**src/rtl/pipe_pkg.sv**
```systemverilog
// Shared constants for the generic inter-stage pipeline register.
package pipe_pkg;

  localparam int RN_W      = 5;
  localparam int WORD_W    = 32;
  localparam int EM_CTRL_W = 3;

  // Bit positions of the EX/MEM control bits inside ctrl.
  localparam int CTRL_WREG  = 2;
  localparam int CTRL_M2REG = 1;
  localparam int CTRL_WMEM  = 0;

  typedef enum logic [1:0] {
    ST_EMPTY = 2'd0,
    ST_ONE   = 2'd1,
    ST_TWO   = 2'd2
  } skid_state_e;

endpackage

```
**src/rtl/pipe_stage_reg.sv**
```systemverilog
// Generic valid/ready pipeline register with flush, bubble masking,
// optional 2-entry skid buffer and a saturating bubble counter.
//
// state    | meaning (SKID=1 only)
// ---------+-------------------------------------------
// ST_EMPTY | nothing held, out_valid=0
// ST_ONE   | main holds the head entry, in_ready=1
// ST_TWO   | main holds head, skid holds next, in_ready=0
module pipe_stage_reg #(
  parameter int CTRL_W = pipe_pkg::EM_CTRL_W,
  parameter int RN_W   = pipe_pkg::RN_W,
  parameter int DATA_W = 2 * pipe_pkg::WORD_W,
  parameter int SKID   = 0,
  parameter int CNT_W  = 16
) (
  input  logic              clk,
  input  logic              reset,
  input  logic              flush,
  input  logic              in_valid,
  output logic              in_ready,
  input  logic [CTRL_W-1:0] in_ctrl,
  input  logic [RN_W-1:0]   in_rn,
  input  logic [DATA_W-1:0] in_data,
  output logic              out_valid,
  input  logic              out_ready,
  output logic [CTRL_W-1:0] out_ctrl,
  output logic [RN_W-1:0]   out_rn,
  output logic [DATA_W-1:0] out_data,
  output logic [CNT_W-1:0]  bubble_cnt
);
  import pipe_pkg::*;

  logic              out_valid_q, out_valid_d;
  logic [CTRL_W-1:0] ctrl_q, ctrl_d;
  logic [RN_W-1:0]   rn_q, rn_d;
  logic [DATA_W-1:0] data_q, data_d;
  logic [CNT_W-1:0]  cnt_q, cnt_d;
  logic              in_xfer;
  logic              out_xfer;

  assign in_xfer  = in_valid && in_ready;
  assign out_xfer = out_valid_q && out_ready;

  generate
    if (SKID == 0) begin : gen_single
      assign in_ready = !out_valid_q || out_ready;

      // Single register: load on input transfer, drain on output transfer.
      always_comb begin
        out_valid_d = out_valid_q;
        ctrl_d      = ctrl_q;
        rn_d        = rn_q;
        data_d      = data_q;
        if (flush) begin
          out_valid_d = 1'b0;
        end else if (in_xfer) begin
          out_valid_d = 1'b1;
          ctrl_d      = in_ctrl;
          rn_d        = in_rn;
          data_d      = in_data;
        end else if (out_xfer) begin
          out_valid_d = 1'b0;
        end
      end
    end else begin : gen_skid
      skid_state_e       state_q, state_d;
      logic              in_ready_q, in_ready_d;
      logic [CTRL_W-1:0] sk_ctrl_q, sk_ctrl_d;
      logic [RN_W-1:0]   sk_rn_q, sk_rn_d;
      logic [DATA_W-1:0] sk_data_q, sk_data_d;

      assign in_ready = in_ready_q;

      // Skid FSM: the second entry absorbs the input that arrives while
      // downstream stalls, so in_ready never depends on out_ready.
      always_comb begin
        state_d   = state_q;
        ctrl_d    = ctrl_q;
        rn_d      = rn_q;
        data_d    = data_q;
        sk_ctrl_d = sk_ctrl_q;
        sk_rn_d   = sk_rn_q;
        sk_data_d = sk_data_q;
        if (flush) begin
          state_d   = ST_EMPTY;
          sk_ctrl_d = '0;
          sk_rn_d   = '0;
          sk_data_d = '0;
        end else begin
          case (state_q)
            ST_EMPTY: begin
              if (in_xfer) begin
                ctrl_d  = in_ctrl;
                rn_d    = in_rn;
                data_d  = in_data;
                state_d = ST_ONE;
              end
            end
            ST_ONE: begin
              if (in_xfer && out_ready) begin
                ctrl_d = in_ctrl;
                rn_d   = in_rn;
                data_d = in_data;
              end else if (in_xfer) begin
                sk_ctrl_d = in_ctrl;
                sk_rn_d   = in_rn;
                sk_data_d = in_data;
                state_d   = ST_TWO;
              end else if (out_ready) begin
                state_d = ST_EMPTY;
              end
            end
            ST_TWO: begin
              if (out_ready) begin
                ctrl_d  = sk_ctrl_q;
                rn_d    = sk_rn_q;
                data_d  = sk_data_q;
                state_d = ST_ONE;
              end
            end
            default: state_d = ST_EMPTY;
          endcase
        end
        out_valid_d = (state_d != ST_EMPTY);
        in_ready_d  = (state_d != ST_TWO);
      end

      // Skid state, registered ready and second entry.
      always_ff @(posedge clk) begin
        if (reset) begin
          state_q    <= ST_EMPTY;
          in_ready_q <= 1'b1;
          sk_ctrl_q  <= '0;
          sk_rn_q    <= '0;
          sk_data_q  <= '0;
        end else begin
          state_q    <= state_d;
          in_ready_q <= in_ready_d;
          sk_ctrl_q  <= sk_ctrl_d;
          sk_rn_q    <= sk_rn_d;
          sk_data_q  <= sk_data_d;
        end
      end
    end
  endgenerate

  // Main output register shared by both modes.
  always_ff @(posedge clk) begin
    if (reset) begin
      out_valid_q <= 1'b0;
      ctrl_q      <= '0;
      rn_q        <= '0;
      data_q      <= '0;
    end else begin
      out_valid_q <= out_valid_d;
      ctrl_q      <= ctrl_d;
      rn_q        <= rn_d;
      data_q      <= data_d;
    end
  end

  // Bubble counter: counts idle output cycles, sticks at all-ones.
  always_comb begin
    cnt_d = cnt_q;
    if (!out_valid_q && (cnt_q != {CNT_W{1'b1}})) begin
      cnt_d = cnt_q + {{(CNT_W-1){1'b0}}, 1'b1};
    end
  end

  // Bubble counter register; flush leaves it alone.
  always_ff @(posedge clk) begin
    if (reset) begin
      cnt_q <= '0;
    end else begin
      cnt_q <= cnt_d;
    end
  end

  assign out_valid  = out_valid_q;
  assign out_ctrl   = ctrl_q & {CTRL_W{out_valid_q}};
  assign out_rn     = rn_q;
  assign out_data   = data_q;
  assign bubble_cnt = cnt_q;

endmodule

```
**config.mk**
```make
export PLATFORM = sky130hd
export DESIGN_NAME = pipe_stage_reg
export DESIGN_NICKNAME = d
export VERILOG_FILES = /design/src/rtl/pipe_pkg.sv /design/src/rtl/pipe_stage_reg.sv
export SDC_FILE = /design/constraint.sdc
export NUM_CORES = 1
export LEC_CHECK = 0
export ABC_AREA = 1
export CORE_UTILIZATION = 41
export DETAILED_ROUTE_END_ITERATION = 10
export GPL_TIMING_DRIVEN = 0
export PLACE_DENSITY = 0.8
export SYNTH_ARGS = -nofsm -noshare
export SYNTH_HDL_FRONTEND = slang
export SYNTH_SLANG_ARGS = --single-unit
```
**constraint.sdc**
```tcl
create_clock -name clk -period 1.95 [get_ports clk]
set_clock_uncertainty 0.2 [all_clocks]
set_input_delay 0.195 -clock clk [delete_from_list [all_inputs] [get_ports clk]]
set_output_delay 0.195 -clock clk [all_outputs]
set_load 0.01 [all_outputs]
```
==> results of run 1 <==
[synth_stat cells, drive strengths merged]
| cell | number |
|---|---|
| a21o | 1 |
| nand4 | 1 |
| nor3 | 1 |
| o21ai | 73 |
| nand3 | 16 |
| dfxtp | 89 |
| buf | 20 |
| a21oi | 10 |
| ha | 1 |
| nand2 | 46 |
| inv | 18 |
| clkbuf | 6 |
| nor2 | 191 |
| a211oi | 1 |
| and2 | 1 |
[metrics by stage]
stage / hold slack, ns / instance area, um^2 / setup WS [ns]
after CTS: 0.196 / 5480 / 0.00988
final: 0.213 / 5490 / 0.0524
after global routing: 0.209 / 5490 / -0.0000188
after floorplan: 0.0678 / 3500 / 0.353
after detailed placement: 0.271 / 5300 / 0.0329
after global placement: 0.262 / 5300 / 0.106
[worst max-delay path, stage by stage (launching register included)]
cell	delay [ns]
dfxtp_4	0.39
inv_2	0.04
nor2_1	0.14
inv_2	0.08
clkdlybuf4s50_1	0.51
[timing repair]
action	in CTS	in global routing
cloned	0	0
endpoints found under the setup margin	4	3
gates resized for setup	2	3
[metal layers]
metal | global-route usage, % | up-vias | share of wire (%)
met2 | 38.4 | 139 | 48
met5 | 0 | - | 0
li1 | - | 1856 | -
met4 | 12.3 | 0 | 3.6
met3 | 7.57 | 30 | 7.9
met1 | 25.4 | 1615 | 40
[layout make-up]
class                   instances  share of cell area [%]
well taps                     105                    2.39
multi-input cells             342                    27.4
clock buffers                  11                    2.58
clock inverters                 5                   0.730
repair buffers                166                    30.4
plain buffers                  26                    2.74
flip-flops and latches         89                    32.5
inverters                      18                    1.23
[power groups by stage]
| stage | combinational, W | clock, W | sequential, W |
|---|---|---|---|
| floorplan | 0.000227 | 0 | 0.00207 |
| global placement | 0.000680 | 0 | 0.00202 |
| detailed placement | 0.000696 | 0 | 0.00203 |
| CTS | 0.000699 | 0.00121 | 0.00199 |
| global route | 0.000759 | 0.00128 | 0.00200 |
| finish | 0.000694 | 0.00117 | 0.00199 |
[flip-flops by register name, summed over array words and instances (netlist names)]
register / cells
out_data: 64
bubble_cnt: 16
out_rn: 5
ctrl_q: 3
out_valid: 1
[worst paths after layout]
check	from	end	slack, ns	depth (start not counted)
setup / recovery	out_valid	in_ready	0.05	4
hold / removal	flush	out_valid	0.21	2
setup reg to reg	bubble_cnt[0]	bubble_cnt[15]	0.25	7
hold reg to reg	out_data[5]	out_data[5]	0.29	2
[cells by family after synthesis]
logic type	after synthesis	share of synthesized area [%]
buf+inv	44	6.22
fa+ha+maj	1	0.357
simple gates	256	30.3
compound gates	85	12.3
flops	89	50.9
==> flow_summary_export.csv, run 1 <==
group,metric,value,unit
global_route,antenna_found_initial,0,
hold_path,hold_class,"in -> reg",
die,core,8260,um^2
placed_design,numPortBuffers,166,
final_layout,syn2layout_area_growth,56.7,%
logic_synthesis,ys_seq_area_share,50.9,%
sta,tns,0,ns
job,cap_violations,0,
global_route,grt_pass1_vias,3414,
final_layout,finalNetCount,730,
clock_tree,cts_root_buf,"clkbuf_8",
final_layout,ff_latch_area,1790,um^2
routing,drt_first_iter_violations,80,
clock_tree,clock_path_buffers,2,
final_layout,final_layout_size_suffix_gt1_share,7.61,%
clock_tree,numCtsBuffers,9,
sta,setup_viol,0,
clock_tree,h-tree-depth,3,
worst_setup_path,cp.required,1.55,ns
logic_synthesis,synth_top_cell_by_area,"dfxtp_1",
worst_setup_path,worstSetupPathType,"reg -> out",
sta,worst_pin_slew,0.397,ns
worst_setup_path,cp-start-kind,"flip-flop",
die,pin_count,167,
power_and_ir_drop,pwr-share-comb,18.0,%
logic_synthesis,synth_cells,475,
routing,ant_nets,0,
routing,drtPass1Iterations,4,
global_route,grt_pass1_wl,15700,um
die,die_x,94.4,um
die,dieArea,8920,um^2
power_and_ir_drop,power,0.00385,W
placed_design,place_inst,746,
sta,maxSlewHeadroom,73.5,%
routing,wl_per_cell,13.1,um
final_layout,final_util,66.5,%
placed_design,dp_hpwl,7700,um
logic_synthesis,syn_avg_cell_area,7.37,um^2
logic_synthesis,yosys.cell_types.count,24,
power_and_ir_drop,p_leak,2.22,nW
sta,post-route-min-period,1.90,ns
worst_setup_path,cp_data_arrival_time,1.50,ns
final_layout,final_common_cell,"nor2_1",
global_route,overflow,0,
power_and_ir_drop,max-vdd-ir-drop,452,uV
logic_synthesis,ys_top_cells_by_area,"dfxtp_1 51%, nor2_1 20%, o21ai_0 9.0%, nand2_1 4.7%, buf_2 2.1%",
clock_tree,clk_pin_slew_worst_paths,0.08,ns
power_and_ir_drop,p_int,0.00283,W
routing,wl,10000,um
routing,vias,3640,
die,die_h,94.4,um
logic_synthesis,synth_top_area_share,50.9,%
final_layout,layout.cells.non_filler,762,
die,initial_core_util,42.4,%
power_and_ir_drop,power_switching,0.00102,W
worst_setup_path,crit_fanout,4,
outcome,status,"completed",
clock_tree,cts_setup_buffers,0,
final_layout,n_antenna_cell,0,
final_layout,final_cell_mix,"186 x nor2_1, 163 x clkdlybuf4s50_1, 88 x dfxtp_1",
sta,period_share,97.3,%
global_route,grt_usage,22.8,%
logic_synthesis,syn_area,3500,um^2
placed_design,gp_congestion,0.849,
power_and_ir_drop,power_frac_clock,30.3,%
clock_tree,cts_hold_buf,0,
power_and_ir_drop,swShare,26.4,%
logic_synthesis,ys_seq_elements,89,
clock_tree,clock-sinks,89,
power_and_ir_drop,sequentialPowerShare,51.6,%
global_route,grt_max_degree,16,
logic_synthesis,ys_warn_count,0,
routing,drcViolationCount,0,
sta,fmax,527,MHz
sta,final-max-slew-violation-count,0,
logic_synthesis,syn_nets,553,
final_layout,multi_input_area,1500,um^2
sta,hold_viol,0,
die,row_count,33,
final_layout,nFillCells,760,
clock_tree,clock_latency,0.35,ns
clock_tree,cts_tree,"built",
routing,routed_via_density,4.78,
power_and_ir_drop,p_per_area,701,nW/um^2
worst_setup_path,crit_path_end_kind,"output port",
Power figures use the tool's default switching activity.
==> run 2, diff against run 1 <==
CAP_MARGIN = 40   (was default)
==> results of run 2 <==
No change in the layout: final DEF, timing and power equal those of run 1.
==> run 3, diff against run 2 <==
CTS_CLUSTER_SIZE = 8   (was default)
==> results of run 3 <==
No change in the layout: final DEF, timing and power equal those of run 1.
==> patch 1: new RTL, flow settings as in run 1 <==
Set the package constant `WORD_W` to 48 (it was 32).
--- a/src/rtl/pipe_pkg.sv
+++ b/src/rtl/pipe_pkg.sv
@@ -2,7 +2,7 @@
 package pipe_pkg;
 
   localparam int RN_W      = 5;
-  localparam int WORD_W    = 32;
+  localparam int WORD_W    = 48;
   localparam int EM_CTRL_W = 3;
 
   // Bit positions of the EX/MEM control bits inside ctrl.
Ports: changed (resized in_data and out_data); port bits go from 167 to 231. The function was not compared with the original's and may differ.
==> patch 1 against run 1 <==
  * Total power grew 80%
  * First-iteration DRC count rose to 4.0 times the old value
  * Non-clock buffer count is 76 higher
  * Synthesized area is 33% higher
  * Setup slack worse by 0.0042 ns
  * Design area is 41% higher
  * Sequential cell count grew 32
  * Combinational power increased by 46%
  * Routed wire length up 38%
  * Critical path type unchanged
  * Critical endpoint unchanged
==> patch 1: results <==
[grt]
met3_usage_pct = 8.32
grt_use_met2_pct = 39.6
grt_usage_pct = 23.8
first_global_vias = 4708
grt_util_met1_pct = 26.0
grt_pass1_wl_um = 21400
grt_max_degree = 17
grt_antenna_before_repair = 0

[logic_synthesis]
synth_area_leaders = dfxtp_1 52%, nor2_1 20%, o21ai_1 6.5%, o21ai_0 4.8%, nand2_1 3.6%
synth_nets = 725
synth_warnings = 0
synth-async-reset-ratio_pct = 0
synthDistinctLibCells = 24
synth_commonest_cells = 249 x nor2_1, 121 x dfxtp_1, 60 x o21ai_1, 45 x o21ai_0, 44 x nand2_1
ys_seq_area_share_pct = 52.1
ys.flop_type = dfxtp_1

[layout]
n_fill_cell = 899
drive_gt1_share_pct = 8.55
nets = 974
largest_reg_flops = 96

[worst_setup_path]
rr_worst_depth = 7
cp_slowest_stage_delay_ns = 0.55
crit_fanout = 4
r2r_start = bubble_cnt[0]$_SDFFE_PP0P_
cp.arrival_ns = 1.51
cp_slowest_cell = clkdlybuf4s50_1
crit_start = out_valid$_SDFFE_PP0P_
start_kind = flop

[pwr]
ir_drop_mv = 0.629
p_leak_nw = 3.10
p_sw_share_pct = 23.1

[detailed_routing]
wl_um = 13800
vias_per_cell = 4.81
first_iter_violations = 318
first_pass_iters = 4

[hold_path]
hold_start = in_valid
hold-path-cell-count = 3
worstHoldPathType = in2reg

[placed_design]
dpl.hpwl_um = 10200
gp_congestion = 0.809
port_buffers = 230

[outcome]
outcome = complete, no violations

[sta]
relSlewSlack_pct = 73.6
timing.setup.tns_ns = 0

[clock_network]
cts_buffers = 17
cts_setup_buffers = 0
htree_levels = 4
clock_latency_ns = 0.41
path_clk_slew_ns = 0.05
clk_root_buffer_cell = clkbuf_16
[patch 1: power by group through the flow]
stage	sequential (W)	combinational [W]	clock, W
after floorplan	0.00283	0.000337	0
after detailed placement	0.00276	0.00101	0
after global placement	0.00275	0.000990	0
after global routing	0.00273	0.00111	0.00336
final	0.00271	0.00101	0.00319
after CTS	0.00271	0.00102	0.00325
[patch 1: through the flow]
stage	setup WS (ns)	power, W	cell area [µm²]	std cells
finish	0.0482	0.00691	7740	1017
global route	0.00493	0.00719	7740	1017
CTS	0.0206	0.00698	7740	1017
detailed placement	0.0129	0.00377	7120	985
global placement	0.0323	0.00374	7120	985
floorplan	0.352	0.00317	4650	615
[patch 1: worst paths after layout]
kind | end | slack (ns)
setup / recovery | in_ready | 0.05
hold / removal | out_valid$_SDFFE_PP0P_ | 0.15
hold reg to reg | out_data[91]$_SDFFE_PP0P_ | 0.28
setup reg to reg | bubble_cnt[6]$_SDFFE_PP0P_ | 0.20
[patch 1: layout make-up]
cell class	instances	area, µm²	area share, %
Sequential cell	121	2420	31.3
Timing Repair Buffer	230	2300	29.7
Multi-Input combinational cell	438	1900	24.5
Clock buffer	20	467	6.03
Buffer	38	267	3.44
Tap cell	140	175	2.26
Clock inverter	12	148	1.91
Inverter	18	67.6	0.873
[patch 1: per-layer routing]
metal  wire length [µm]  share of wire, %
met1               5480                40
met2               6770                49
met3               1030               7.5
met4                491               3.6
met5                  0                 0
[patch 1: logic make-up after synthesis]
family | count (synthesis) | share of synthesized area, %
simple gates | 320 | 27.8
flops | 121 | 52.1
compound gates | 117 | 12.7
buf+inv | 56 | 7.06
fa+ha+maj | 1 | 0.269
[patch 1: critical path, delay by kind of cell (launching register included)]
kind / cells / cell delay, ns
flip-flops: 1 / 0.35
buffers and inverters: 3 / 0.71
AND/OR/NAND/NOR: 1 / 0.04
[patch 1: timing repair]
| action | CTS | global route |
|---|---|---|
| hold buffers | 0 | 0 |
| endpoints found under the setup margin | 4 | 0 |
| gates resized for setup | 6 | 0 |
==> patch 2: new RTL, flow settings as in run 1 <==
Made on the original files. `data_q` no longer has a reset.
--- a/src/rtl/pipe_stage_reg.sv
+++ b/src/rtl/pipe_stage_reg.sv
@@ -150,13 +150,15 @@
       out_valid_q <= 1'b0;
       ctrl_q      <= '0;
       rn_q        <= '0;
-      data_q      <= '0;
     end else begin
       out_valid_q <= out_valid_d;
       ctrl_q      <= ctrl_d;
       rn_q        <= rn_d;
-      data_q      <= data_d;
     end
+  end
+
+  always_ff @(posedge clk) begin
+    data_q <= data_d;
   end
 
   // Bubble counter: counts idle output cycles, sticks at all-ones.
Behaviour: not the same (a bounded check fails within 4 cycles, from zero or initial values and one cycle with reset high).
==> patch 2 against run 1 <==
  * Fmax grew 1.7%
  * Synthesized area shrank 7.5%
  * Design area shrank 4.1%
  * Sequential cell count is the same
  * Synthesized cell count shrank 45%
  * Routed wire length shrank 13%
  * Setup slack gained 0.032 ns
  * Total power grew 2.2%
  * Highest routed layer unchanged
==> patch 2: results <==
[outcome]
outcome = complete, no violations

[detailed_routing]
wl_um = 8680
drc = 0
vias = 2560
first_pass_iters = 4
met3_length_um = 644
top_layer = met4
met1_length_um = 3540
route.met2.wl_um = 4360
first_iter_violations = 94

[pwr]
pg_clk_w = 0.00137
p_leak_nw = 1.92
power.share.sequential_pct = 54.4
ir_drop_mv = 0.381
p_int_w = 0.00310

[logic_synthesis]
synth_commonest_cells = 64 x edfxtp_1, 52 x nor2_1, 38 x nand2_1, 25 x dfxtp_1, 17 x inv_1
synthDistinctLibCells = 27
synth-async-reset-ratio_pct = 0
synth_nets = 337
ys.flop_type = edfxtp_1
synth_area_per_cell_um2 = 12.5
synth_edf_count = 64
synth_area_leaders = edfxtp_1 59%, dfxtp_1 15%, nor2_1 6.0%, nand2_1 4.4%, nor2_4 2.1%
ys_seq_area_share_pct = 74.7

[layout]
nets = 514
antenna_cells = 0
n_fill_cell = 556
finalNonFillerCells = 543
largest_reg_flops = 64
drive_gt1_share_pct = 8.39

[clock_network]
clockBufferDepth = 2
clk_root_buffer_cell = clkbuf_8
clock_latency_ns = 0.34
htree_levels = 3
cts_setup_buffers = 0
path_clk_slew_ns = 0.09

[placed_design]
gp_congestion = 0.856
dp_slack_ns = -0.298
dpl.hpwl_um = 6510
dp_cells = 527

[worst_setup_path]
rr_worst_depth = 6
r2r_start = out_valid$_SDFFE_PP0P_
cp.arrival_ns = 1.47
r2r_end = out_data[13]$_DFFE_PP_
reg2reg_slack_ns = 0.08
crit_fanout = 8

[grt]
first_global_vias = 2453
grt_pass1_wl_um = 13200
grt_max_degree = 73
grt_antenna_before_repair = 0
grt_usage_pct = 21.2

[sta]
fin_hold_ws_ns = 0.203
worst_pin_slew_ns = 0.464

[hold_path]
hold_start = in_data[39]
holdPathEnd = out_data[39]$_DFFE_PP_
hold-path-cell-count = 1
-- patch 2: changes by cell type after synthesis, moves of 3 or more --
cell	run 1	this run
nand4_1	0	3
buf_2	15	1
nand3_1	14	11
nand2_1	44	38
clkbuf_1	6	1
dfxtp_1	89	25
buf_6	4	1
edfxtp_1	0	64
o21ai_0	63	13
nor2_1	186	52
o21ai_1	10	0
-- patch 2: routing by layer --
layer  up-vias  track usage, %
li1       1232               -
met1      1193            25.8
met2       120            36.0
met3        15            5.89
met4         0            7.94
met5         -               0
-- patch 2: repair_timing --
item | CTS | global route
hold endpoints to repair | 0 | 0
gates cloned | 0 | 0
resized for setup | 5 | 2
setup endpoints to repair | 74 | 2
-- patch 2: worst max-delay path by stage --
stage | startpoint | endpoint | slack (ns) | depth (start not counted)
5_1_grt | out_valid$_SDFFE_PP0P_ | out_data[42]$_DFFE_PP_ | 0.005 | 6
4_1_cts | out_valid$_SDFFE_PP0P_ | out_ctrl[2] | 0.02 | 4
2_1_floorplan | out_valid$_SDFFE_PP0P_ | out_data[0]$_DFFE_PP_ | 0.02 | 6
3_5_place_dp | in_valid | out_data[62]$_DFFE_PP_ | -0.30 | 5
6_report | out_valid$_SDFFE_PP0P_ | out_ctrl[1] | 0.08 | 4
3_3_place_gp | in_valid | out_data[27]$_DFFE_PP_ | -0.27 | 5
-- patch 2: cell families (layout without fill, tap and decap cells) --
logic type / after synthesis / count (layout) / share of synthesized area (%)
buffers and inverters: 24 / 206 / 3.17
DFF: 89 / 89 / 74.7
and+or+nand+nor: 122 / 122 / 18.0
adders and majority gates: 1 / 1 / 0.386
AOI/OAI and AO/OA: 23 / 23 / 3.75
-- patch 2: cell type report --
| class | count | area (µm²) | area share (%) |
|---|---|---|---|
| buffer | 4 | 30.0 | 0.570 |
| clock buffer | 9 | 124 | 2.35 |
| clock inverter | 7 | 93.8 | 1.78 |
| inverter | 20 | 85.1 | 1.62 |
| multi-input combinational | 146 | 716 | 13.6 |
| sequential | 89 | 2420 | 46.0 |
| tap | 102 | 128 | 2.42 |
| timing repair buffer | 166 | 1670 | 31.6 |
-- patch 2: critical path, cell delays in order, from the launching register on --
cell and delay, ns:
dfxtp_1 0.33, buf_4 0.17, nand2_1 0.06, inv_1 0.04, clkdlybuf4s50_1 0.53
-- patch 2: per-stage QoR --
stage               TNS, ns  cell area, µm²  util (%)  total power [W]
global route              0            5260      68.5          0.00408
finish                    0            5260      68.5          0.00393
CTS                       0            5260      68.4          0.00396
floorplan                 0            3240         -          0.00229
detailed placement   -20.41            5030      65.5          0.00261
global placement     -18.31            5030      65.5          0.00259
